### src/rtl/jcs_clock_stepper_pkg.sv
// Shared definitions for the jcscpu clock stepper: quarter encodings, step
// constants and the quarter-to-strobe truth table.
package jcs_clock_stepper_pkg;

  typedef enum logic [1:0] {Q0 = 2'd0, Q1 = 2'd1, Q2 = 2'd2, Q3 = 2'd3} qtr_e;

  localparam logic [5:0] STEP_RST   = 6'b000000;
  localparam logic [5:0] STEP_FIRST = 6'b000001;

  typedef struct packed {
    logic clk;
    logic clk_e;
    logic clk_s;
  } strobe_t;

  localparam strobe_t STB_Q0 = 3'b110;
  localparam strobe_t STB_Q1 = 3'b111;
  localparam strobe_t STB_Q2 = 3'b010;
  localparam strobe_t STB_Q3 = 3'b000;

  function automatic strobe_t phase_strobes(qtr_e q);
    case (q)
      Q0:      phase_strobes = STB_Q0;
      Q1:      phase_strobes = STB_Q1;
      Q2:      phase_strobes = STB_Q2;
      default: phase_strobes = STB_Q3;
    endcase
  endfunction

endpackage

### src/rtl/jcs_clock_stepper_phase_decode.sv
// Combinational quarter-to-strobe map; clk_e = clk|clk_d, clk_s = clk&clk_d.
module jcs_phase_decode
  import jcs_clock_stepper_pkg::*;
(
  input  logic [1:0] q_i,
  output logic       clk_o,
  output logic       clk_e_o,
  output logic       clk_s_o
);

  strobe_t stb;

  always_comb begin
    stb     = phase_strobes(qtr_e'(q_i));
    clk_o   = stb.clk;
    clk_e_o = stb.clk_e;
    clk_s_o = stb.clk_s;
  end

endmodule

### src/rtl/jcs_clock_stepper.sv
// Quarter-phase generator and six-step ring for the jcscpu datapath.
// Free-runs at DIV clocks per quarter or advances one quarter per STEPQ.
module jcs_clock_stepper
  import jcs_clock_stepper_pkg::*;
#(
  parameter int unsigned DIV = 12_500_000
) (
  input  logic        CLK,
  input  logic        RST,
  input  logic        RUN,
  input  logic        STEPQ,
  output logic        CLKO,
  output logic        CLKE,
  output logic        CLKS,
  output logic [5:0]  STEP,
  output logic [1:0]  QTR,
  output logic [15:0] CYC
);

  localparam logic [23:0] DIV_M1 = 24'(DIV - 1);

  logic [23:0] div_cnt_q, div_cnt_d;
  qtr_e        q_q, q_d;
  logic [5:0]  step_q, step_d;
  logic [15:0] cyc_q, cyc_d;
  logic        adv;
  logic        clko_d, clke_d, clks_d;
  logic        clko_q, clke_q, clks_q;

  always_comb begin
    adv       = RUN ? (div_cnt_q == DIV_M1) : STEPQ;
    div_cnt_d = (RUN && !adv) ? div_cnt_q + 24'd1 : 24'd0;
    q_d       = adv ? qtr_e'(q_q + 2'd1) : q_q;
    step_d    = step_q;
    cyc_d     = cyc_q;
    // The ring only moves when a new clk cycle begins (Q3 -> Q0).
    if (adv && q_q == Q3) begin
      if (step_q == STEP_RST) begin
        step_d = STEP_FIRST;
      end else if (step_q[5]) begin
        step_d = STEP_FIRST;
        cyc_d  = cyc_q + 16'd1;
      end else begin
        step_d = {step_q[4:0], 1'b0};
      end
    end
  end

  // Strobes are decoded from next-state q so they register on the same edge.
  jcs_phase_decode u_dec (
    .q_i     (q_d),
    .clk_o   (clko_d),
    .clk_e_o (clke_d),
    .clk_s_o (clks_d)
  );

  always_ff @(posedge CLK) begin
    if (RST) begin
      div_cnt_q <= 24'd0;
      q_q       <= Q3;
      step_q    <= STEP_RST;
      cyc_q     <= 16'd0;
      clko_q    <= 1'b0;
      clke_q    <= 1'b0;
      clks_q    <= 1'b0;
    end else begin
      div_cnt_q <= div_cnt_d;
      q_q       <= q_d;
      step_q    <= step_d;
      cyc_q     <= cyc_d;
      clko_q    <= clko_d;
      clke_q    <= clke_d;
      clks_q    <= clks_d;
    end
  end

  assign CLKO = clko_q;
  assign CLKE = clke_q;
  assign CLKS = clks_q;
  assign STEP = step_q;
  assign QTR  = q_q;
  assign CYC  = cyc_q;

endmodule

### config.mk
export PLATFORM = sky130hd
export DESIGN_NAME = jcs_clock_stepper
export DESIGN_NICKNAME = d
export VERILOG_FILES = /design/src/rtl/jcs_clock_stepper_pkg.sv /design/src/rtl/jcs_clock_stepper_phase_decode.sv /design/src/rtl/jcs_clock_stepper.sv
export SDC_FILE = /design/constraint.sdc
export NUM_CORES = 1
export LEC_CHECK = 0
export BUFFER_PORTS_ARGS = -buffer_cell sky130_fd_sc_hd__buf_4
export CAP_MARGIN = 10
export CORE_MARGIN = 4
export CORE_UTILIZATION = 61
export DETAILED_ROUTE_END_ITERATION = 16
export PLACE_DENSITY_LB_ADDON = 0.25
export SYNTH_ARGS = -nofsm -noshare
export SYNTH_HDL_FRONTEND = slang
export SYNTH_SLANG_ARGS = --single-unit
### constraint.sdc
create_clock -name CLK -period 4.7 [get_ports CLK]
set_input_delay 1.175 -clock CLK [delete_from_list [all_inputs] [get_ports CLK]]
set_output_delay 1.175 -clock CLK [all_outputs]
set_load 0.005 [all_outputs]
-- After elaboration in Yosys (flattened, before gate mapping)
Cells that the tools add are included.
- output and inout port bits: 27
- word-level logic and storage cells: 28
- bits of input ports: 4
- register bits: 51
- eq/ne operators: 4
- muxes and demuxes: 5
- $add $sub $neg: 3
- reduce and logical (&&, ||, !) cells: 7
- bitwise logic cells: 2
- operator list (operator ; count):
    24-bit by 1-bit adder with 24-bit output, second input constant ; 1
    24-bit equality test, second input constant ; 1
    16-bit by 1-bit adder with 16-bit output, second input constant ; 1
    6-bit 2-to-1 mux ; 2
    3-bit one-hot mux with 3 select lines ; 1
    6-bit logical NOT ; 1
    2-bit equality test, second input constant ; 2
    3-bit AND reduction ; 1
    2-bit by 1-bit adder with 2-bit output, second input constant ; 1
    2-bit by 1-bit equality test with 1-bit output, second input constant ; 1
    1-bit logical AND ; 2
    2-bit logical NOT ; 1
    2-bit 2-to-1 mux ; 1
    1-bit inverter ; 2
    2-bit OR reduction ; 1
    1-bit logical NOT ; 1
    1-bit 2-to-1 mux ; 1

-- Depth between registers and ports, before layout
- depth after elaboration: 6
- gate-level depth with buffers: 8
- mapped depth without buffers: 6

-- Hierarchy
Synthesis repeated with hierarchy kept, for this count alone.
- cell total of the unflattened synthesis: 272
- area total of the unflattened synthesis: 2356.0 um2
- modules (own cells, without submodules) (module ; instances ; cells an instance ; area each (um2)):
    jcs_clock_stepper ; 1 ; 269 ; 2342.2
    jcs_phase_decode ; 1 ; 3 ; 13.8

-- Worst setup path before layout
No wires, ideal clock.
- path type: input to register
- start: input STEPQ
- end: register cyc_q[2], in the netlist CYC[2]
- path buffers: 2
- setup slack: 2.340 ns
- data required time: 4.630 ns
- stages: 7
- arrival: 2.290 ns
- cell sequence: nor2b_1 > and2_1 > a21oi_2 > buf_6 > clkbuf_1 > o21ai_0 > a21oi_1
- longest elaborated chain between the ends: 3
- ends and longest elaborated chain (item ; RTL line ; text):
    start: declaration ; jcs_clock_stepper.sv:11 ; input logic STEPQ,
    1-bit 2-to-1 mux ; jcs_clock_stepper.sv:31 ; adv = RUN ? (div_cnt_q == DIV_M1) : STEPQ;
    1-bit logical AND ; jcs_clock_stepper.sv:37 ; if (adv && q_q == Q3) begin
    3-bit AND reduction (no line) ; -- ;
    end signal: assignment ; jcs_clock_stepper.sv:70 ; cyc_q <= cyc_d;
    end: declaration ; jcs_clock_stepper.sv:25 ; logic [15:0] cyc_q, cyc_d;
Every way passes these cells.
A chain may end at the register's enable or synchronous reset.

-- Final worst setup path
- start: input STEPQ
- end: register cyc_q[8], in the netlist CYC[8]
Same word-level chain as after synthesis.

==> flow_results.xml <==
<?xml version="1.0" encoding="UTF-8"?>
<metrics>
  <group name="outcome">
    <metric name="status" unit="">completed</metric>
  </group>
  <group name="logic_synthesis">
    <metric name="synth_warnings" unit="">0</metric>
    <metric name="synth.avg_cell_area" unit="um^2">8.53</metric>
    <metric name="yosys_register_bits" unit="">51</metric>
    <metric name="synth_nets" unit="">276</metric>
    <metric name="postSynth.asyncResetShare" unit="">0</metric>
    <metric name="synth_cell_types" unit="">37</metric>
    <metric name="synthesis.instances" unit="">269</metric>
    <metric name="synth_area" unit="mm^2">0.00229</metric>
    <metric name="yosys_most_used_dff" unit="">sky130_fd_sc_hd__dfxtp_1</metric>
    <metric name="synth_area_leader_cell" unit="">sky130_fd_sc_hd__dfxtp_1</metric>
    <metric name="yosys.area.top_type_share" unit="">0.445</metric>
    <metric name="synth_enable_flop_cells" unit="">0</metric>
    <metric name="top_post_synthesis_cells_by_area" unit="">sky130_fd_sc_hd__dfxtp_1 44%, sky130_fd_sc_hd__xor2_1 5.7%, sky130_fd_sc_hd__nor2_1 5.2%</metric>
    <metric name="synth_seq_area_share" unit="">0.445</metric>
  </group>
  <group name="floorplan">
    <metric name="die-height" unit="um">69.3</metric>
    <metric name="start_util" unit="">0.627</metric>
    <metric name="placementRows" unit="">22</metric>
    <metric name="fp.coreArea" unit="mm^2">0.00366</metric>
    <metric name="die_area" unit="mm^2">0.00481</metric>
    <metric name="die_width" unit="um">69.3</metric>
    <metric name="num_io_pins" unit="">31</metric>
  </group>
  <group name="worst_setup_path">
    <metric name="startpoint" unit="">STEPQ</metric>
    <metric name="crit_path_cell_trace" unit="">buf_4, nor2b_1, and2_1, a21oi_2, o21ai_0, a21oi_1</metric>
    <metric name="kind_of_end_point_of_the_critical_path" unit="">register</metric>
    <metric name="start_kind" unit="">input pin</metric>
    <metric name="cp.required" unit="ns">4.94</metric>
    <metric name="setup.reg_to_reg.worst_slack" unit="ns">2.32</metric>
    <metric name="slowest_delay" unit="ns">0.85</metric>
    <metric name="arrival" unit="ns">2.88</metric>
    <metric name="path_class" unit="">in -&gt; reg</metric>
    <metric name="worst_r2r_endpoint" unit="">CYC[8]</metric>
    <metric name="crit_path_end" unit="">CYC[8]</metric>
    <metric name="timing.critical_path.fanout_max" unit="">35</metric>
    <metric name="critical_path.reg2reg.startpoint" unit="">div_cnt_q[0]</metric>
    <metric name="r2r_cells" unit="">6</metric>
    <metric name="cp_max_stage_cell" unit="">sky130_fd_sc_hd__a21oi_2</metric>
  </group>
  <group name="routing">
    <metric name="drt_iter0_drc" unit="">100</metric>
    <metric name="wirelength" unit="um">4430</metric>
    <metric name="drt_pass1_iterations" unit="">4</metric>
    <metric name="postRouteAntennaNets" unit="">0</metric>
    <metric name="drc" unit="">0</metric>
    <metric name="drt-wirelength-per-cell" unit="um">13.0</metric>
    <metric name="dr_total_vias" unit="">1978</metric>
    <metric name="viasPerCell" unit="">5.78</metric>
  </group>
  <group name="sta">
    <metric name="achievable-frequency" unit="MHz">379</metric>
    <metric name="worst_clock_skew" unit="ns">0.00911</metric>
    <metric name="tightest_slew" unit="ns">1.19</metric>
    <metric name="hold_viol" unit="">0</metric>
    <metric name="setup_tns" unit="ns">0</metric>
    <metric name="final-max-slew-violation-count" unit="">0</metric>
    <metric name="grt_setup_unrepaired" unit="">false</metric>
    <metric name="max_slew_margin" unit="">0.209</metric>
    <metric name="layout_worst_path_cycle_share" unit="">0.561</metric>
    <metric name="setup_viol_count_final" unit="">0</metric>
    <metric name="timing.final.crit_period" unit="ns">2.64</metric>
  </group>
  <group name="layout">
    <metric name="drive_above_1_share" unit="">0.153</metric>
    <metric name="instances_no_fill" unit="">342</metric>
    <metric name="num-fill-cells" unit="">328</metric>
    <metric name="postLayoutCellArea" unit="mm^2">0.00261</metric>
    <metric name="count_of_antenna_diodes_in_the_layout" unit="">0</metric>
    <metric name="flow.area_growth_from_synthesis" unit="%">13.8</metric>
    <metric name="num-nets-final" unit="">301</metric>
    <metric name="final_common_cell" unit="">sky130_fd_sc_hd__dfxtp_1</metric>
    <metric name="final_cell_mix" unit="">51 x sky130_fd_sc_hd__dfxtp_1, 32 x sky130_fd_sc_hd__nor2_1, 30 x sky130_fd_sc_hd__buf_4</metric>
    <metric name="layout.core_utilization" unit="">0.714</metric>
  </group>
  <group name="global_routing">
    <metric name="residual_overflow_from_global_routing" unit="">0</metric>
    <metric name="number_of_global_route_vias_before_repair" unit="">1751</metric>
    <metric name="grt.total_usage" unit="">0.191</metric>
    <metric name="antenna_found_initial" unit="">0</metric>
    <metric name="grt_first_pass_wirelength" unit="um">7780</metric>
    <metric name="pin_count_of_the_biggest_net_entering_global_routing" unit="">36</metric>
  </group>
  <group name="place">
    <metric name="place.port_buffers" unit="">30</metric>
    <metric name="place_hpwl" unit="um">3110</metric>
    <metric name="dp.cells" unit="">335</metric>
    <metric name="detailed_place.area" unit="mm^2">0.00252</metric>
    <metric name="gp_routability_congestion" unit="">0.819</metric>
  </group>
  <group name="clocking">
    <metric name="cts.sink_count" unit="">51</metric>
    <metric name="cell_at_the_root_of_the_clock_tree" unit="">sky130_fd_sc_hd__clkbuf_8</metric>
    <metric name="cts-htree-levels" unit="">2</metric>
    <metric name="worstSkewPairLatency" unit="ns">0.30</metric>
    <metric name="postCtsResizedCells" unit="">0</metric>
    <metric name="clkSlewWorstSetupHoldPaths" unit="ns">0.09</metric>
    <metric name="postCtsSetupRepairBufs" unit="">0</metric>
    <metric name="postCtsHoldBufs" unit="">0</metric>
    <metric name="clk_path_buf_depth" unit="">2</metric>
    <metric name="cts_tree" unit="">done</metric>
    <metric name="cts_made_buffers" unit="">5</metric>
  </group>
  <group name="flow_run">
    <metric name="cap_violations" unit="">0</metric>
  </group>
  <group name="power_and_ir_drop">
    <metric name="p_leak" unit="uW">0.000927</metric>
    <metric name="power_density" unit="mW/mm^2">279</metric>
    <metric name="totalPowerFinal" unit="uW">728</metric>
    <metric name="vdd.ir_drop.worst" unit="V">0.000180</metric>
  </group>
  <group name="worst_hold_path">
    <metric name="min-delay-path-class" unit="">reg -&gt; reg</metric>
  </group>
</metrics>
-- layout make-up --
class	count	area [um^2]	area share
Multi-Input combinational cell	202	1200	0.461
Clock buffer	6	82.6	0.0316
Timing Repair Buffer	30	225	0.0862
Clock inverter	1	5.00	0.00192
Tap cell	48	60.1	0.0230
Sequential cell	51	1020	0.391
Inverter	4	15.0	0.00575
-- kinds of logic (layout without fill, tap and decap cells) --
logic type	count (synthesis)	count (layout)	share of synthesized area
AO/OA/AOI/OAI	41	41	0.0987
XOR/XNOR	22	22	0.0840
adder cells (fa/ha/maj)	3	3	0.0164
buffers and inverters	16	41	0.0305
flip-flops	51	51	0.445
multiplexers	1	1	0.00491
AND/OR/NAND/NOR	135	135	0.321
-- per-stage QoR --
step                setup WS [ns]  hold WS, ns
detailed placement           1.78        0.442
global route                 1.87        0.470
finish                       2.06        0.455
floorplan                    2.34        0.418
global placement             1.88        0.428
CTS                          2.09        0.457
-- Yosys cell counts (2+ instances only) --
cell type                  instances
sky130_fd_sc_hd__dfxtp_1          51
sky130_fd_sc_hd__nor2_1           32
sky130_fd_sc_hd__nand2_1          26
sky130_fd_sc_hd__a21oi_1          21
sky130_fd_sc_hd__nand3_1          17
sky130_fd_sc_hd__xor2_1           15
sky130_fd_sc_hd__o21ai_0          12
sky130_fd_sc_hd__or3_1            10
sky130_fd_sc_hd__clkbuf_1          9
sky130_fd_sc_hd__nand4_1           8
sky130_fd_sc_hd__xnor2_1           7
sky130_fd_sc_hd__and4_1            6
sky130_fd_sc_hd__nor3_1            6
sky130_fd_sc_hd__or4_1             6
sky130_fd_sc_hd__and2_1            5
sky130_fd_sc_hd__and3_1            5
sky130_fd_sc_hd__inv_1             4
sky130_fd_sc_hd__o31ai_1           4
sky130_fd_sc_hd__ha_1              3
sky130_fd_sc_hd__buf_2             2
sky130_fd_sc_hd__nand2b_1          2
sky130_fd_sc_hd__nand4b_1          2
sky130_fd_sc_hd__nor4_1            2
-- worst min path at each step --
stage,start,to,slack [ns],cells past startpoint
2_1_floorplan,div_cnt_q[0],div_cnt_q[0],0.42,1
3_3_place_gp,div_cnt_q[0],div_cnt_q[0],0.43,1
3_5_place_dp,div_cnt_q[0],div_cnt_q[0],0.44,1
4_1_cts,div_cnt_q[0],div_cnt_q[0],0.46,1
5_1_grt,div_cnt_q[0],div_cnt_q[0],0.47,1
6_report,div_cnt_q[0],div_cnt_q[0],0.46,1
-- flip-flops by register name, indices dropped and copies added (netlist names) --
name	cells
STEP	6
CLKS	1
CLKO	1
QTR	2
div_cnt_q	24
CLKE	1
CYC	16
-- critical path: cells and delay by family --
family | cells | cell delay [ns]
compound gates | 3 | 1.29
buf+inv | 1 | 0.10
simple gates | 2 | 0.30
-- routing by layer --
metal | vias to the layer above | global-route usage | wire [um]
met2 | 45 | 0.294 | 1940
li1 | 999 | - | -
met1 | 925 | 0.258 | 2170
met3 | 9 | 0.0522 | 246
met5 | - | 0 | 0
met4 | 0 | 0.0629 | 76
-- report_power, final --
| group | switching [uW] | internal [uW] |
|---|---|---|
| clock | 135 | 116 |
| sequential | 3.76 | 437 |
| combinational | 22.3 | 14.6 |
| total | 161 | 567 |
(Power assumes the default switching activity.)
